--- config.mk ---
export PLATFORM = sky130hd
export DESIGN_NAME = div_issue_queue
export DESIGN_NICKNAME = d
export VERILOG_FILES = /design/src/rtl/div_issue_queue_pkg.sv /design/src/rtl/div_issue_queue_entry.sv /design/src/rtl/div_issue_queue.sv
export SDC_FILE = /design/constraint.sdc
export NUM_CORES = 1
export LEC_CHECK = 0
export ABC_AREA = 1
export CAP_MARGIN = 20
export CELL_PAD_IN_SITES_DETAIL_PLACEMENT = 1
export CELL_PAD_IN_SITES_GLOBAL_PLACEMENT = 2
export CORE_UTILIZATION = 35
export CTS_CLUSTER_SIZE = 25
export DETAILED_ROUTE_END_ITERATION = 7
export PLACE_DENSITY = 0.92
export SKIP_CTS_REPAIR_TIMING = 1
export SLEW_MARGIN = 20
export SYNTH_ARGS = -nofsm -noshare
export SYNTH_HDL_FRONTEND = slang
export SYNTH_SLANG_ARGS = --single-unit
--- constraint.sdc ---
create_clock -name clk -period 4.34 [get_ports clk]
set_input_delay 0.434 -clock clk [delete_from_list [all_inputs] [get_ports clk]]
set_output_delay 0.434 -clock clk [all_outputs]
set_load 0.005 [all_outputs]
--- src/rtl/div_issue_queue_pkg.sv ---
// Shared types and defaults for the divide issue queue: entry layout and the
// CDB capture rule used both by stored slots and by the optional dispatch bypass.
package div_issue_queue_pkg;

    localparam int DATA_W     = 16;
    localparam int DIVQ_TAG_W = 6;
    localparam int DIVQ_DEPTH = 4;
    // Tags are held at a fixed maximum width so one entry type serves any TAG_W <= 16.
    localparam int TAG_MAX_W  = 16;

    typedef struct packed {
        logic                 valid;
        logic                 rs_ready;
        logic                 rt_ready;
        logic [DATA_W-1:0]    rs_data;
        logic [DATA_W-1:0]    rt_data;
        logic [TAG_MAX_W-1:0] rs_tag;
        logic [TAG_MAX_W-1:0] rt_tag;
        logic [TAG_MAX_W-1:0] rd_tag;
    } divq_entry_t;

    function automatic divq_entry_t divq_capture(
        input divq_entry_t          e,
        input logic                 cdb_valid,
        input logic [TAG_MAX_W-1:0] cdb_tag,
        input logic [31:0]          cdb_data
    );
        divq_entry_t r;
        r = e;
        if (e.valid && cdb_valid) begin
            if (!e.rs_ready && (e.rs_tag == cdb_tag)) begin
                r.rs_ready = 1'b1;
                r.rs_data  = cdb_data[DATA_W-1:0];
            end
            if (!e.rt_ready && (e.rt_tag == cdb_tag)) begin
                r.rt_ready = 1'b1;
                r.rt_data  = cdb_data[DATA_W-1:0];
            end
        end
        return r;
    endfunction

endpackage

--- src/rtl/div_issue_queue_entry.sv ---
// One queue slot: registered entry plus the CDB-snooped view of it that the
// top uses as next state, whether the entry stays put or shifts down a slot.
module divq_entry
    import div_issue_queue_pkg::*;
(
    input  logic                 clk,
    input  logic                 reset,
    input  logic                 flush_i,
    input  logic                 cdb_valid_i,
    input  logic [TAG_MAX_W-1:0] cdb_tag_i,
    input  logic [31:0]          cdb_data_i,
    input  divq_entry_t          load_i,
    output divq_entry_t          entry_o,
    output divq_entry_t          snoop_o
);

    divq_entry_t entry_q;

    always_ff @(posedge clk or negedge reset) begin
        if (!reset) begin
            entry_q <= '0;
        end else if (flush_i) begin
            entry_q <= '0;
        end else begin
            entry_q <= load_i;
        end
    end

    assign entry_o = entry_q;
    assign snoop_o = divq_capture(entry_q, cdb_valid_i, cdb_tag_i, cdb_data_i);

endmodule

--- src/rtl/div_issue_queue.sv ---
// Age-ordered, compacting issue queue for the divider (slot 0 oldest).
// Define DIVQ_DISPATCH_BYPASS_EN to capture a same-cycle CDB result into a dispatching entry.
module div_issue_queue
    import div_issue_queue_pkg::*;
#(
    parameter int DEPTH = DIVQ_DEPTH,
    parameter int TAG_W = DIVQ_TAG_W
) (
    input  logic                  clk,
    input  logic                  reset,
    input  logic                  dispatch_en,
    input  logic [DATA_W-1:0]     dispatch_rsdata,
    input  logic [DATA_W-1:0]     dispatch_rtdata,
    input  logic                  dispatch_rsready,
    input  logic                  dispatch_rtready,
    input  logic [TAG_W-1:0]      dispatch_rstag,
    input  logic [TAG_W-1:0]      dispatch_rttag,
    input  logic [TAG_W-1:0]      dispatch_rdtag,
    input  logic                  cdb_valid,
    input  logic [TAG_W-1:0]      cdb_tag,
    input  logic [31:0]           cdb_data,
    input  logic                  div_busy,
    input  logic                  flush,
    output logic                  queue_full,
    output logic [$clog2(DEPTH):0] queue_count,
    output logic                  issue_enable,
    output logic [DATA_W-1:0]     issue_rsdata,
    output logic [DATA_W-1:0]     issue_rtdata,
    output logic [TAG_W-1:0]      issue_rdtag
);

    localparam int CNT_W = $clog2(DEPTH) + 1;
    localparam int IDX_W = $clog2(DEPTH);

    divq_entry_t          slot_q  [DEPTH];
    divq_entry_t          snoop_w [DEPTH];
    divq_entry_t          disp_entry;
    logic [DEPTH-1:0]     valid_w;
    logic [DEPTH-1:0]     elig_w;
    logic                 any_elig;
    logic                 issue_fire;
    logic [IDX_W-1:0]     issue_idx;
    logic [CNT_W-1:0]     count_w;
    logic [CNT_W-1:0]     fill_idx;
    logic                 disp_accept;
    logic [TAG_MAX_W-1:0] cdb_tag_ext;

    logic                 issue_enable_q;
    logic [DATA_W-1:0]    issue_rsdata_q;
    logic [DATA_W-1:0]    issue_rtdata_q;
    logic [TAG_W-1:0]     issue_rdtag_q;

    assign cdb_tag_ext = TAG_MAX_W'(cdb_tag);

    always_comb begin
        count_w = '0;
        for (int i = 0; i < DEPTH; i++) begin
            count_w = count_w + CNT_W'(valid_w[i]);
        end
    end

    assign queue_count = count_w;
    assign queue_full  = (count_w == CNT_W'(DEPTH));

    // Eligibility looks only at registered ready bits, so a CDB capture issues a cycle later.
    always_comb begin
        any_elig  = 1'b0;
        issue_idx = '0;
        for (int i = DEPTH - 1; i >= 0; i--) begin
            if (elig_w[i]) begin
                any_elig  = 1'b1;
                issue_idx = IDX_W'(i);
            end
        end
    end

    assign issue_fire  = any_elig && !div_busy && !flush;
    assign disp_accept = dispatch_en && !queue_full && !flush;
    // Valid entries stay contiguous, so the lowest free slot after compaction is the new count.
    assign fill_idx    = count_w - CNT_W'(issue_fire);

    always_comb begin
        disp_entry          = '0;
        disp_entry.valid    = 1'b1;
        disp_entry.rs_ready = dispatch_rsready;
        disp_entry.rt_ready = dispatch_rtready;
        disp_entry.rs_data  = dispatch_rsdata;
        disp_entry.rt_data  = dispatch_rtdata;
        disp_entry.rs_tag   = TAG_MAX_W'(dispatch_rstag);
        disp_entry.rt_tag   = TAG_MAX_W'(dispatch_rttag);
        disp_entry.rd_tag   = TAG_MAX_W'(dispatch_rdtag);
`ifdef DIVQ_DISPATCH_BYPASS_EN
        disp_entry = divq_capture(disp_entry, cdb_valid, cdb_tag_ext, cdb_data);
`endif
    end

    for (genvar gi = 0; gi < DEPTH; gi++) begin : g_slot
        divq_entry_t shift_src;
        divq_entry_t load_d;

        if (gi < DEPTH - 1) begin : g_mid
            assign shift_src = snoop_w[gi+1];
        end else begin : g_top
            assign shift_src = '0;
        end

        always_comb begin
            load_d = snoop_w[gi];
            if (issue_fire && (int'(issue_idx) <= gi)) begin
                load_d = shift_src;
            end
            if (disp_accept && (fill_idx == CNT_W'(gi))) begin
                load_d = disp_entry;
            end
        end

        assign valid_w[gi] = slot_q[gi].valid;
        assign elig_w[gi]  = slot_q[gi].valid && slot_q[gi].rs_ready && slot_q[gi].rt_ready;

        divq_entry u_entry (
            .clk         (clk),
            .reset       (reset),
            .flush_i     (flush),
            .cdb_valid_i (cdb_valid),
            .cdb_tag_i   (cdb_tag_ext),
            .cdb_data_i  (cdb_data),
            .load_i      (load_d),
            .entry_o     (slot_q[gi]),
            .snoop_o     (snoop_w[gi])
        );
    end

    always_ff @(posedge clk or negedge reset) begin
        if (!reset) begin
            issue_enable_q <= 1'b0;
            issue_rsdata_q <= '0;
            issue_rtdata_q <= '0;
            issue_rdtag_q  <= '0;
        end else begin
            issue_enable_q <= issue_fire;
            if (issue_fire) begin
                issue_rsdata_q <= slot_q[issue_idx].rs_data;
                issue_rtdata_q <= slot_q[issue_idx].rt_data;
                issue_rdtag_q  <= slot_q[issue_idx].rd_tag[TAG_W-1:0];
            end
        end
    end

    assign issue_enable = issue_enable_q;
    assign issue_rsdata = issue_rsdata_q;
    assign issue_rtdata = issue_rtdata_q;
    assign issue_rdtag  = issue_rdtag_q;

endmodule

* After elaboration in Yosys (flattened, before gate mapping)
Cells that the tools add are included.
** Cells by class
- $add $sub $neg :: 4
- Magnitude comparators :: 4
- Equality and inequality tests :: 12
- Muxes and demuxes :: 43
- Bitwise gates (word level) :: 1
- Reductions and logical operators :: 52
** Operator list (number)
- 2-to-1 mux 83 bit :: 12
- binary-select mux 83 bit (select 2 bit) :: 1
- 2-to-1 mux 80 bit :: 2
- 2-to-1 mux 34 bit :: 4
- equality test 16 x 6 -> 1 bit :: 8
- 2-to-1 mux 16 bit :: 8
- logical AND 1 bit :: 31
- 2-to-1 mux 1 bit :: 12
- nonzero test 3 bit :: 4
- nonzero test 4 bit :: 3
- logical NOT 1 bit :: 11
- 2-to-1 mux 2 bit :: 4
- equality test 3 x 2 -> 1 bit, second input constant :: 2
- <= comparator 2 x 1 -> 1 bit, second input constant :: 2
- AND reduction 2 bit :: 2
- adder 2 x 1 -> 3 bit :: 1
- adder 3 x 1 -> 3 bit :: 1
- equality test 3 x 1 -> 1 bit, second input constant :: 1
- equality test 3 bit, second input constant :: 1
- greater-or-equal comparator 3 bit, second input constant :: 1
- logical NOT 3 bit :: 1
- NOT 2 -> 3 bit :: 1
- subtractor 3 x 1 -> 3 bit :: 1
- adder 1 x 1 -> 2 bit :: 1
- <= comparator 2 bit, second input constant :: 1
** Storage, ports and cells
- Register bits after elaboration :: 371
- Input port bits :: 96
- Output and inout bits :: 43
- Word-level logic and storage cells :: 152

* Logic depth before layout (Yosys ltp)
Gate-level depths: netlist (run 1).
- Depth in word-level cells :: 13
- Gate-level depth with buffers :: 23
- Gate-level depth less buffers :: 19

* Hierarchy
Synthesis (run 1) repeated with hierarchy kept, for this count alone.
** Unflattened totals
- Cells, all modules :: 4340
- Area total of the unflattened synthesis :: 27202.3 um^2
** Modules (own cells, without submodules)
- divq_entry :: instances 4, cells an instance 578, area an instance 4319.1 um^2
- div_issue_queue :: instances 1, cells an instance 2028, area an instance 9925.8 um^2

* Worst setup path before layout (run 1)
OpenSTA, ideal clock, no wires.
- Path kind :: reg2reg
- From :: reg g_slot[1].u_entry.entry_q, in the netlist g_slot[1].u_entry.entry_o[82]
- To :: reg g_slot[0].u_entry.entry_q, in the netlist g_slot[0].u_entry.entry_o[54]
- Setup time :: 0.116 ns
- Arrival time :: 2.873 ns
- Required time :: 4.224 ns
- Slack :: 1.351 ns
- Cell stages (with the launch flop) :: 23
- Buffers on the path :: 4
- Cells stage by stage :: dfrtp_1 > nand3_1 > nand2_1 > inv_2 > nand2_2 > nand3_4 > inv_2 > clkbuf_1 > ha_1 > ha_1 > inv_1 > nand2_1 > nand3_1 > nand3b_1 > buf_4 > nand2_2 > nor2_4 > buf_6 > nand2_4 > inv_2 > buf_6 > nand2_1 > nand2_1
** Between the ends
- Cells in the longest elaborated chain, start to end :: 11
** RTL lines
- from (decl) :: RTL line div_issue_queue_entry.sv:17 : divq_entry_t entry_q;
- from (signal assigned) :: RTL line div_issue_queue_entry.sv:25 : entry_q <= load_i;
- logical AND 1 bit (*) (2 in series) :: RTL line div_issue_queue.sv:118 : assign elig_w[gi] = slot_q[gi].valid && slot_q[gi].rs_ready && slot_q[gi].rt_ready;
- 2-to-1 mux 1 bit (*) (2 in series) :: RTL line div_issue_queue.sv:70 : if (elig_w[i]) begin
- logical AND 1 bit (*) (2 in series) :: RTL line div_issue_queue.sv:77 : assign issue_fire = any_elig && !div_busy && !flush;
- net issue_fire :: RTL line div_issue_queue.sv:41 : logic issue_fire;
- subtractor 3 x 1 -> 3 bit :: RTL line div_issue_queue.sv:80 : assign fill_idx = count_w - CNT_W'(issue_fire);
- logical NOT 3 bit :: RTL line div_issue_queue.sv:112 : if (disp_accept && (fill_idx == CNT_W'(gi))) begin
- logical AND 1 bit :: RTL line div_issue_queue.sv:112
- nonzero test 4 bit (no source line) or 2-to-1 mux 83 bit (tied branches)
- AND reduction 2 bit (no source line) or 2-to-1 mux 83 bit (tied branches)
- to (signal assigned) :: RTL line div_issue_queue_entry.sv:25
- to (decl) :: RTL line div_issue_queue_entry.sv:17
The timed path passes the listed nets; every way through them passes the cells marked *. The select of a mux whose other input is x is not followed.
A chain may end at the register's enable or synchronous reset.

* Worst setup path in the final report (run 1)
- From :: reg g_slot[3].u_entry.entry_q, in the netlist g_slot[3].u_entry.entry_o[82]
- To :: reg g_slot[0].u_entry.entry_q, in the netlist g_slot[0].u_entry.entry_o[77]
** Between the ends
- Cells in the longest elaborated chain, start to end :: 13
** RTL lines (RTL line)
- from (decl) :: div_issue_queue_entry.sv:17
- from (signal assigned) :: div_issue_queue_entry.sv:25
- logical AND 1 bit (2 in series) :: div_issue_queue.sv:118
- 2-to-1 mux 1 bit (4 in series) :: div_issue_queue.sv:70
- logical AND 1 bit (2 in series) :: div_issue_queue.sv:77
- subtractor 3 x 1 -> 3 bit :: div_issue_queue.sv:80
- logical NOT 3 bit :: div_issue_queue.sv:112
- logical AND 1 bit :: div_issue_queue.sv:112
- nonzero test 4 bit (no source line) or 2-to-1 mux 83 bit (tied branches)
- AND reduction 2 bit (no source line) or 2-to-1 mux 83 bit (tied branches)
Several ways; a longest one is shown, not always the timed one. The select of a mux whose other input is x is not followed.

==> impl_metrics.json, run 1 <==
{
  "synth_top_cell_by_area": "dfrtp_1",
  "wirelength_mm": 66.3,
  "cts_buffers": 31,
  "portBuffers": 122,
  "path_buf_inv": 3,
  "dp_hpwl_mm": 42.7,
  "post_synth_inst_count": 2292,
  "grt-ovfl-total": 0,
  "seq_area_sq_mm": 0.00636,
  "drv_cap": 0,
  "mostFrequentLayoutCell": "nand2_1",
  "start_util_pct": 35.8,
  "core_sq_mm": 0.0436,
  "fp.dieH_microns": 213,
  "yosysWarnings": 0,
  "gp_congestion": 0.893,
  "seq_area_frac_synth_pct": 40.8,
  "crit_required_ns": 4.86,
  "synth_area_leaders": "dfrtp_1 41%, nand2_1 19%, nand3_1 7.9%",
  "rows": 76,
  "period_share_pct": 87.1,
  "outcome": "finished clean",
  "grt_pass1_wl_mm": 102,
  "avgSynthCellArea_sq_um": 6.80,
  "ys_ff_latch": 254,
  "ioPinCount": 139,
  "multi_input_area_sq_mm": 0.00754,
  "cp.arrival_ns": 4.30,
  "layout.nets": 2457,
  "fin_ws_ns": 0.561,
  "cts_sinks": 254,
  "drt-initial-drc-count": 1389,
  "fin_cells": 2966,
  "fmax_ghz": 0.265,
  "relSlewSlack_pct": 30.5,
  "antenna_left": 0,
  "start_kind": "flip-flop",
  "die_area_sq_mm": 0.0454,
  "period_minus_slack_ns": 3.78,
  "cpMaxStageDelayCell": "fa_1",
  "hold_viol": 0,
  "clk_latency_ns": 0.59,
  "vias_per_cell": 5.64,
  "worst_slew_pin_slew_ns": 1.04,
  "ctsRootBufferMaster": "clkbuf_16",
  "setup_viol": 0,
  "clk_path_buf_depth": 3,
  "first_global_vias": 17505,
  "cp_max_fo": 18,
  "grt_max_degree": 111,
  "synth_area_sq_mm": 0.0156,
  "yosysTopAreaCellShare_pct": 40.8,
  "vias": 16734,
  "cpLargestDelayFamily": "simple AND/OR/NAND/NOR gates",
  "gr-usage-all-layers_pct": 29.7,
  "most-common-layout-cells": "789 x nand2_1, 270 x inv_1, 254 x dfrtp_1, 245 x nand3_1, 198 x o21ai_0",
  "synthToLayoutAreaGrowth_pct": 18.4,
  "antenna_found_initial": 2,
  "hp-class": "reg2reg",
  "avgRoutedWirePerCell_microns": 22.3,
  "path_clk_slew_ns": 0.06,
  "pre_cts_slack_ns": 0.567,
  "fill_cells": 5571,
  "maxSlewViolCount": 0,
  "drc": 0,
  "critPathKind": "reg2reg",
  "end_kind": "flip-flop",
  "rsz0062_at_grt": "no",
  "htree_levels": 1,
  "place_inst": 2906,
  "power_density_mw_per_mm2": 480,
  "worstPathCellList": "fa_1 -> ha_1 -> ha_1 -> inv_1 -> ha_1 -> inv_1 -> nand2_1 -> nand3_1 -> nand3b_1 -> nand2_2 -> nor2_4 -> nand2_2 -> inv_2 -> nand2_1 -> nand2_1",
  "power.leakage_nw": 9.42,
  "dr.pass1.iters": 5,
  "layout-drive-gt1-share_pct": 6.56,
  "chipWidth_microns": 213,
  "utilization_pct": 42.4,
  "cts_tree": "yes",
  "skew_ns": 0.00934,
  "syn_nets": 2394,
  "synth_cell_types": 38,
  "slowest_delay_ns": 0.51,
  "setup_tns_ns": 0,
  "irDropWorstVdd_uv": 298
}
[routing by layer]
metal  global-route usage (%)  share of wire (%)  vias to the layer above
met1                     38.5                 42                     8302
li1                         -                  -                     7574
met4                     13.2                4.2                        0
met3                     4.59                7.0                      186
met5                        0                  0                        -
met2                     48.8                 47                      672
[where the power goes]
group | internal (mW) | switching (mW) | total (mW) | leakage [nW]
Sequential | 2.93 | 0.360 | 3.29 | 3.45
Combinational | 1.01 | 1.60 | 2.62 | 5.39
Clock | 1.82 | 1.13 | 2.95 | 0.573
[metrics by stage]
step,hold slack (ns),area (sq um),power (mW)
6_report,0.472,18500,8.86
3_5_place_dp,0.463,17300,5.91
5_1_grt,0.497,18500,9.36
3_3_place_gp,0.458,17300,5.79
4_1_cts,-0.0410,18400,8.89
2_1_floorplan,0.138,15600,4.74
[worst min-delay path, stage by stage, from the launching register on]
cell     delay (ns)
dfrtp_1        0.34
nand2_1        0.05
nand2_1        0.05
[final timing paths]
kind | startpoint | to | slack (ns) | cells past startpoint
max | g_slot[3].u_entry.entry_o[82] | g_slot[0].u_entry.entry_o[77] | 0.56 | 15
min | g_slot[0].u_entry.entry_o[61] | g_slot[0].u_entry.entry_o[61] | 0.47 | 2
max reg2reg | g_slot[3].u_entry.entry_o[82] | g_slot[0].u_entry.entry_o[77] | 0.56 | 15
min reg2reg | g_slot[0].u_entry.entry_o[61] | g_slot[0].u_entry.entry_o[61] | 0.47 | 2
max in group asynchronous | reset | g_slot[0].u_entry.entry_o[71] | 2.73 | 3
min in group asynchronous | reset | issue_rdtag[2] | 0.50 | 2
[synthesized netlist by cell type, drive strengths merged]
cell and number:
nand2 798, inv 284, dfrtp 254, nand3 250, o21ai 208, a21oi 93
nand4 78, clkbuf 76, nor2 60, buf 59, o211ai 33, o22ai 30
o32ai 17, or2 13, xnor2 8, xor2 7, clkinv 6, nor3 6
ha 5, a211oi 2, a31oi 1, fa 1, nand3b 1, o221ai 1
o31ai 1
[kinds of logic after synthesis]
family                   synth area share [%]
AND/OR/NAND/NOR                          33.2
buffers and inverters                    11.0
AO/OA/AOI/OAI                            13.6
flip-flops                               40.8
XOR/XNOR                                0.842
adder cells (fa/ha/maj)                 0.529
[sequential cells by signal, summed over array words and instances (netlist names)]
| name | flops |
|---|---|
| issue_enable | 1 |
| issue_rtdata | 16 |
| issue_rdtag | 6 |
| g_slot.u_entry.entry_o | 215 |
| issue_rsdata | 16 |
[layout make-up]
class	instances	area share, %
multi-input cells	1613	40.8
clock buffers	43	4.99
clock inverters	14	1.21
flip-flops and latches	254	34.4
inverters	290	5.90
well taps	585	3.96
diodes	2	0.0271
repair buffers	165	8.65
No activity file was read; power rests on OpenSTA's default activity.
==> inputs of run 2 (changes only) <==
Settings changed: CTS_BUF_LIST from default to sky130_fd_sc_hd__clkbuf_16, GPL_ROUTABILITY_DRIVEN from default to 1.
==> impl_metrics.json, run 2 (synthesis results as in run 1) <==
{
  "cpLargestDelayFamily": "simple AND/OR/NAND/NOR gates",
  "largest_register_ffs": 215,
  "end_kind": "flip-flop",
  "ioPinCount": 139,
  "worstRegToRegCells": 15,
  "min_path_cells": 2,
  "cts_tree": "yes",
  "worstPathCellList": "fa_1 -> ha_1 -> ha_1 -> inv_1 -> ha_1 -> inv_1 -> nand2_1 -> nand3_1 -> nand3b_1 -> nand2_2 -> nor2_4 -> nand2_2 -> inv_2 -> nand2_1 -> nand2_1",
  "start_kind": "flip-flop",
  "path_buf_inv": 3,
  "most-common-layout-cells": "789 x nand2_1, 272 x inv_1, 254 x dfrtp_1, 245 x nand3_1, 198 x o21ai_0",
  "dp_hpwl_mm": 42.7,
  "p_comb_share_pct": 30.2,
  "antenna_found_initial": 2,
  "die_area_sq_mm": 0.0454,
  "drt-initial-drc-count": 1289,
  "swShare_pct": 35.5,
  "cp_max_fo": 18,
  "hp-class": "reg2reg",
  "holdWs_ns": 0.475,
  "fmax_ghz": 0.265,
  "worst_slew_pin_slew_ns": 1.06,
  "rsz0062_at_grt": "no",
  "vias": 16652,
  "mostFrequentLayoutCell": "nand2_1",
  "internal_power_mw": 5.59,
  "portBuffers": 122,
  "crit-reg2reg-launch": "g_slot[3].u_entry.entry_o[82]",
  "drv_cap": 0,
  "htree_levels": 1,
  "maxSlewViolCount": 0,
  "cp.arrival_ns": 4.29,
  "dr.pass1.iters": 5,
  "pwr-share-seq_pct": 38.0,
  "clockPowerShare_pct": 31.9,
  "slowest_delay_ns": 0.51,
  "place_area_sq_mm": 0.0173,
  "gr-usage-all-layers_pct": 29.7,
  "start_util_pct": 35.8,
  "power.total_mw": 8.66,
  "ctsRootBufferMaster": "clkbuf_16",
  "grt_pass1_wl_mm": 102,
  "rows": 76,
  "clk_latency_ns": 0.59,
  "layout.nets": 2457,
  "chipWidth_microns": 213,
  "relSlewSlack_pct": 29.6,
  "cts_buffers": 31,
  "layout-drive-gt1-share_pct": 6.14,
  "setup_viol": 0,
  "crit_required_ns": 4.86,
  "wirelength_mm": 66.1,
  "power_density_mw_per_mm2": 472,
  "hold_start": "g_slot[0].u_entry.entry_o[61]",
  "r2r_end": "g_slot[0].u_entry.entry_o[77]",
  "core_sq_mm": 0.0436,
  "cpMaxStageDelayCell": "fa_1",
  "whs_endpoint": "g_slot[0].u_entry.entry_o[61]",
  "cts_sinks": 254,
  "avgRoutedWirePerCell_microns": 22.3,
  "grt_max_degree": 111,
  "gp_congestion": 0.893,
  "switching_power_mw": 3.08,
  "period_minus_slack_ns": 3.77,
  "r2r_slack_ns": 0.57,
  "period_share_pct": 86.9,
  "fp.dieH_microns": 213,
  "drc": 0,
  "setup_tns_ns": 0,
  "synthToLayoutAreaGrowth_pct": 17.7,
  "outcome": "finished clean",
  "first_global_vias": 17501,
  "critPathKind": "reg2reg",
  "clk_path_buf_depth": 3,
  "irDropWorstVdd_uv": 301,
  "skew_ns": 0.0149,
  "antenna_left": 0,
  "power.leakage_nw": 9.37,
  "hold_viol": 0,
  "vias_per_cell": 5.61,
  "grt-ovfl-total": 0,
  "path_clk_slew_ns": 0.06,
  "finish.instance_area_sq_mm": 0.0184
}
run 2: worst min-delay path, cell delays in order, from the launching register on:
cell     delay, ns
dfrtp_1       0.34
nand2_1       0.05
nand2_1       0.05
run 2: stage by stage:
stage / util, % / setup slack (ns) / cells
after detailed placement: 39.7 / 0.567 / 2906
final: 42.2 / 0.568 / 2966
after CTS: 42.1 / 0.545 / 2963
after global routing: 42.2 / 0.330 / 2966
after global placement: 39.7 / 0.709 / 2906
after floorplan: - / 1.35 / 2292
run 2: per-layer routing:
layer  vias to the layer above  GRT usage [%]  wire length [microns]
met2                       636           48.8                  30900
li1                       7575              -                      -
met1                      8249           38.4                  27900
met5                         -              0                      0
met3                       192           4.56                   4520
met4                         0           13.0                   2750
run 2: worst max path at each step:
| stage | to | cells past startpoint | startpoint | slack [ns] |
|---|---|---|---|---|
| after floorplan | g_slot[0].u_entry.entry_o[54] | 22 | g_slot[1].u_entry.entry_o[82] | 1.35 |
| after global placement | g_slot[0].u_entry.entry_o[79] | 15 | g_slot[3].u_entry.entry_o[82] | 0.71 |
| after detailed placement | g_slot[0].u_entry.entry_o[72] | 15 | g_slot[3].u_entry.entry_o[82] | 0.57 |
| after CTS | g_slot[0].u_entry.entry_o[72] | 15 | g_slot[3].u_entry.entry_o[82] | 0.54 |
| after global routing | g_slot[0].u_entry.entry_o[78] | 15 | g_slot[3].u_entry.entry_o[82] | 0.33 |
| final | g_slot[0].u_entry.entry_o[77] | 15 | g_slot[3].u_entry.entry_o[82] | 0.57 |
run 2: power by group through the flow:
stage | clock network [mW] | logic [mW] | registers (mW)
finish | 2.76 | 2.61 | 3.29
global route | 2.88 | 2.92 | 3.36
CTS | 2.79 | 2.61 | 3.29
global placement | 0 | 2.48 | 3.30
floorplan | 0 | 1.51 | 3.23
detailed placement | 0 | 2.59 | 3.32
run 2: area by class of cell:
class | count | area, sq um
Antenna cell | 2 | 5.00
Sequential cell | 254 | 6360
Clock buffer | 31 | 776
Clock inverter | 26 | 269
Inverter | 290 | 1090
Fill cell | 5579 | 25200
Tap cell | 585 | 732
Timing Repair Buffer | 165 | 1600
Multi-Input combinational cell | 1613 | 7540
==> inputs of run 3 (changes only) <==
Settings changed: CAP_MARGIN 20 to default, SETUP_SLACK_MARGIN from default to 0.1.
==> results of run 3 <==
The final DEF is identical to that of run 2; final timing and power are the same.
